==> src/rtl/mem_io_responder.sv <==
// mem_io_responder: processor-side bus responder decoding RAM, LEDs, switches and a down-counting timer
module mem_io_responder #(
  parameter int MEM_AW   = 7,
  parameter int N_LED    = 10,
  parameter int N_SW     = 10,
  parameter int PRESCALE = 50000,
  parameter int PS_W     = 16
) (
  input  logic              Clock,
  input  logic              Resetn,
  input  logic [15:0]       ADDR,
  input  logic [15:0]       DOUT,
  input  logic              W,
  output logic [15:0]       DIN,
  input  logic [N_SW-1:0]   SW,
  output logic [N_LED-1:0]  LEDR,
  output logic              Tick_flag
);
  logic [15:0] mem [2**MEM_AW];
  logic [15:0] din_q, din_d, cnt_q, cnt_d, rld_q, rld_d;
  logic [N_LED-1:0] led_q, led_d;
  logic [N_SW-1:0] sw1_q, sw2_q;
  logic [PS_W-1:0] ps_q, ps_d;
  logic en_q, en_d, ar_q, ar_d, flag_q, flag_d;
  logic sel_ram, sel_led, sel_sw, sel_tmr, wr_cnt, wr_ctl, run, tick, unused_addr;
  logic [MEM_AW-1:0] idx;
  assign idx         = ADDR[MEM_AW-1:0];
  assign sel_ram     = ADDR[15:12] == 4'h0;
  assign sel_led     = ADDR[15:12] == 4'h1;
  assign sel_sw      = ADDR[15:12] == 4'h2;
  assign sel_tmr     = ADDR[15:12] == 4'h3;
  assign wr_cnt      = W && sel_tmr && !ADDR[0];
  assign wr_ctl      = W && sel_tmr && ADDR[0];
  assign run         = en_q && cnt_q != '0;
  assign tick        = run && ps_q == PS_W'(PRESCALE - 1);
  assign unused_addr = ^ADDR[11:MEM_AW];
  // Read data is taken from next-state values so same-cycle writes are visible (write-first)
  always_comb begin
    led_d  = W && sel_led ? DOUT[N_LED-1:0] : led_q;
    ps_d   = (wr_cnt || tick || !run) ? '0 : ps_q + PS_W'(1);
    cnt_d  = wr_cnt ? DOUT : !tick ? cnt_q : cnt_q == 16'd1 ? (ar_q ? rld_q : '0) : cnt_q - 16'd1;
    rld_d  = wr_cnt ? DOUT : rld_q;
    en_d   = wr_ctl ? DOUT[0] : en_q;
    ar_d   = wr_ctl ? DOUT[1] : ar_q;
    flag_d = (tick && cnt_q == 16'd1) || (flag_q && !(wr_ctl && DOUT[2]));
    din_d  = sel_ram ? (W ? DOUT : mem[idx]) :
             sel_led ? 16'(led_d) :
             sel_sw  ? 16'(sw2_q) :
             sel_tmr ? (ADDR[0] ? {13'b0, flag_d, ar_d, en_d} : cnt_d) : '0;
  end
  always_ff @(posedge Clock or negedge Resetn)
    if (!Resetn) begin
      din_q  <= '0;
      led_q  <= '0;
      sw1_q  <= '0;
      sw2_q  <= '0;
      cnt_q  <= '0;
      rld_q  <= '0;
      ps_q   <= '0;
      en_q   <= 1'b0;
      ar_q   <= 1'b0;
      flag_q <= 1'b0;
    end else begin
      din_q  <= din_d;
      led_q  <= led_d;
      sw1_q  <= SW;
      sw2_q  <= sw1_q;
      cnt_q  <= cnt_d;
      rld_q  <= rld_d;
      ps_q   <= ps_d;
      en_q   <= en_d;
      ar_q   <= ar_d;
      flag_q <= flag_d;
    end
  always_ff @(posedge Clock)
    if (W && sel_ram) mem[idx] <= DOUT;
  assign DIN       = din_q;
  assign LEDR      = led_q;
  assign Tick_flag = flag_q;
endmodule

==> config.mk <==
export PLATFORM = sky130hd
export DESIGN_NAME = mem_io_responder
export DESIGN_NICKNAME = d
export VERILOG_FILES = /design/src/rtl/mem_io_responder.sv
export SDC_FILE = /design/constraint.sdc
export NUM_CORES = 2
export LEC_CHECK = 0
export CORE_MARGIN = 10
export CORE_UTILIZATION = 53
export DETAILED_ROUTE_END_ITERATION = 10
export PLACE_DENSITY = 0.77
export SLEW_MARGIN = 20
export SYNTH_ARGS = -nofsm -noshare
export SYNTH_HDL_FRONTEND = slang
export SYNTH_SLANG_ARGS = --single-unit
==> constraint.sdc <==
create_clock -name Clock -period 4.1 [get_ports Clock]
set_input_delay 0.41 -clock Clock [delete_from_list [all_inputs] [get_ports Clock]]
set_output_delay 0.41 -clock Clock [all_outputs]
set_load 0.05 [all_outputs]
==> results.yml <==
run_status:
  outcome: "finished, violations left"
  violations: "negative hold slack"
logic_synthesis:
  seq_area_frac_synth_pct: 77.0
  synth_top_cell_by_area: "edfxtp_1"
  synth_cells: 4871
  async_reset_ff_share_pct: 4.52
  synth_edf_count: 2048
  syn-num-nets: 4920
  avgSynthCellArea_um2: 17.0
  synth.lib_cells_used.distinct: 90
  synth_area_leaders: "edfxtp_1 (74%), dfrtp_1 (2.9%), mux2i_1 (2.6%), a22oi_1 (2.2%), a221oi_1 (2.2%)"
  synth_ff_type: "edfxtp_1"
  synth_top_area_share_pct: 74.1
  synth-seq-cells: 2145
  yosys_warnings: 0
  mappedNetlistArea_um2: 83000
floorplanning:
  die_h_um: 416
  dieArea_um2: 173000
  coreArea_um2: 156000
  start_util_pct: 53.2
  rows: 145
  ioPinCount: 72
  die_w_um: 416
setup_path:
  critPathKind: "primary input to flop"
  worstPathBufferInverterCount: 5
  cp_slowest_cell: "nor4_1"
  path_depth: 13
  r2r_cells: 8
  cpPeakStageDelay_ns: 0.92
  end_kind: "flop"
  crit_path_frequent_cell: "buf_4"
  r2r_slack_ns: 0.40
  crit_arrival_ns: 4.76
  critPathMaxFanout: 27
  path_delay_family: "simple AND/OR/NAND/NOR gates"
  worstPathCellList: "buf_8 -> buf_4 -> and3b_4 -> buf_12 -> buf_4 -> a22o_1 -> a221oi_1 -> a31oi_1 -> nor4_1 -> o211ai_1 -> nor4_1 -> buf_4 -> o22ai_1"
  r2r_end: "DIN[2]"
  start_kind: "primary input"
  r2r-start: "mem[125][2]"
  required_ns: 4.79
drt:
  dr.first_iter.drc_count: 10300
  routed_wl_um: 265000
  vias: 52600
  routedWlPerCell_um: 35.2
  viasPerCell: 6.99
  drt_drc_violations_left: 0
  drt_pass1_iterations: 8
  ant_nets: 0
timing:
  slew_headroom_pct: 17.7
  slew_viol_final: 0
  finalCritPeriodShare_pct: 99.2
  fin_skew_ns: 0.0545
  fin_crit_ns: 4.07
  finalHoldViolations: 15
  clock.fmax_mhz: 246
  rsz0062_at_grt: "false"
  finalSetupViolCount: 0
  whs_ns: -0.0210
  worst_slew_pin_slew_ns: 1.23
place:
  place.gp.congestion: 0.959
  dpl-instance-area_um2: 88600
  dp.cells: 7130
  dp_hpwl_um: 163000
  port-buffer-count: 66
finish:
  multiInputGateArea_um2: 17200
  area_growth_pct: 14.9
  postLayoutCellArea_um2: 95400
  drive_gt1_share_pct: 18.7
  nets: 5334
  seqCellArea_um2: 63900
  finalNonFillerCells: 7523
  fillers: 10600
grt:
  grt_max_degree: 112
  antenna_found_initial: 17
  grtUsageTotal_pct: 29.9
  grt-ovfl-total: 0
  grt_pass1_wl_um: 373000
  first_global_vias: 50200
clock_tree:
  clockBufferDepth: 3
  cts_resized: 0
  clock_latency_ns: 0.86
  cts_inserted_buffers: 202
  cts.sinks: 2145
  path_clk_slew_ns: 0.07
  cts_root_buf: "clkbuf_16"
  htree_levels: 4
  cts_tree: "built"
power:
  max-vdd-ir-drop_uv: 394
  p_leak_nw: 31.3
  powerDensity_nw_per_um2: 484
run:
  maxCapViolations: 0
hold_path:
  hold_path.class: "primary input to asynchronous set/reset pin"
## area by class of cell
class / instances / area share [%]
repair buffers: 544 / 5.16
clock buffers: 249 / 5.63
flip-flops and latches: 2145 / 67.0
inverters: 17 / 0.0708
diodes: 6 / 0.0157
clock inverters: 129 / 1.34
well taps: 2058 / 2.70
multi-input cells: 2375 / 18.1
## placed cells by master (no fill, tap or decap), types with 47 or more instances in the layout
cell       Yosys  layout
buf_12         0      54
a221oi_1     207     207
clkbuf_16      0     206
edfxtp_1    2048    2048
a22oi_1      245     245
a31oi_1       47      47
nand2_1      215     215
buf_4         60     433
mux2i_1      217     217
mux2_2       147     147
clkinv_2       0      49
o21ai_0      154     154
a22o_1        57      57
a21oi_1      214     214
dfrtp_1       97      97
nor2_1       318     316
## kinds of logic after synthesis
family,Yosys count,synth area share [%]
flip-flops,2145,77.0
AO/OA/AOI/OAI,1243,10.9
AND/OR/NAND/NOR,701,3.68
multiplexers,411,5.86
XOR/XNOR,16,0.169
buffers and inverters,351,2.35
adder cells (fa/ha/maj),4,0.0603
## cell usage after synthesis, types with 27 or more instances
library cell     n
mux2_2         147
a221oi_1       207
buf_2          133
a22oi_1        245
mux4_2          45
o221ai_1        28
a221o_1         42
a22o_1          57
edfxtp_1      2048
nand2_1        215
o211ai_1        35
a21oi_1        214
a31oi_1         47
o21ai_0        154
nor2_1         318
buf_6           29
dfrtp_1         97
a211oi_1        27
mux2i_1        217
o22ai_1         31
clkbuf_1        90
nand3_1         43
buf_4           60
## worst max path at each step
stage,from,end,slack (ns)
after detailed placement,ADDR[1],DIN[2],-0.31
after floorplan,ADDR[1],mem[107][0],1.00
after global routing,ADDR[1],DIN[2],0.25
final,ADDR[1],DIN[2],0.03
after CTS,ADDR[1],DIN[2],0.50
after global placement,ADDR[1],DIN[2],-0.27
## registers in the layout, indices dropped and copies added (netlist names)
register	cells
LEDR	10
ar_q	1
rld_q	16
mem	2048
cnt_q	16
ps_q	16
en_q	1
DIN	16
Tick_flag	1
sw1_q	10
sw2_q	10
## repair_timing
item,4_1_cts,5_1_grt
hold endpoints to repair,98,0
hold buffers,8,0
buffers inserted,0,0
## per-stage QoR
stage / setup TNS, ns / util (%) / setup WS, ns / power (mW)
final: 0 / 61.1 / 0.0326 / 46.1
after global routing: 0 / 61.1 / 0.249 / 47.1
after CTS: 0 / 61.1 / 0.496 / 46.0
after detailed placement: -0.306 / 56.8 / -0.306 / 27.7
after global placement: -0.268 / 56.8 / -0.268 / 27.6
after floorplan: 0 / - / 1.00 / 26.0
## routing by layer
metal	track usage, %	part of all wire, %	routed length, um	vias to the layer above
li1	-	-	-	20700
met4	17.1	7.1	18800	22
met5	0	0.058	153	-
met1	38.6	33	86900	25800
met3	10.7	17	44400	1001
met2	43.7	43	115000	5112
## power by group
group          leakage, nW  internal, mW  switching [mW]
clock network         3.26          10.5            8.28
registers             19.6          24.1           0.103
logic                 8.40         0.925            2.23
Power figures use the tool's default switching activity.
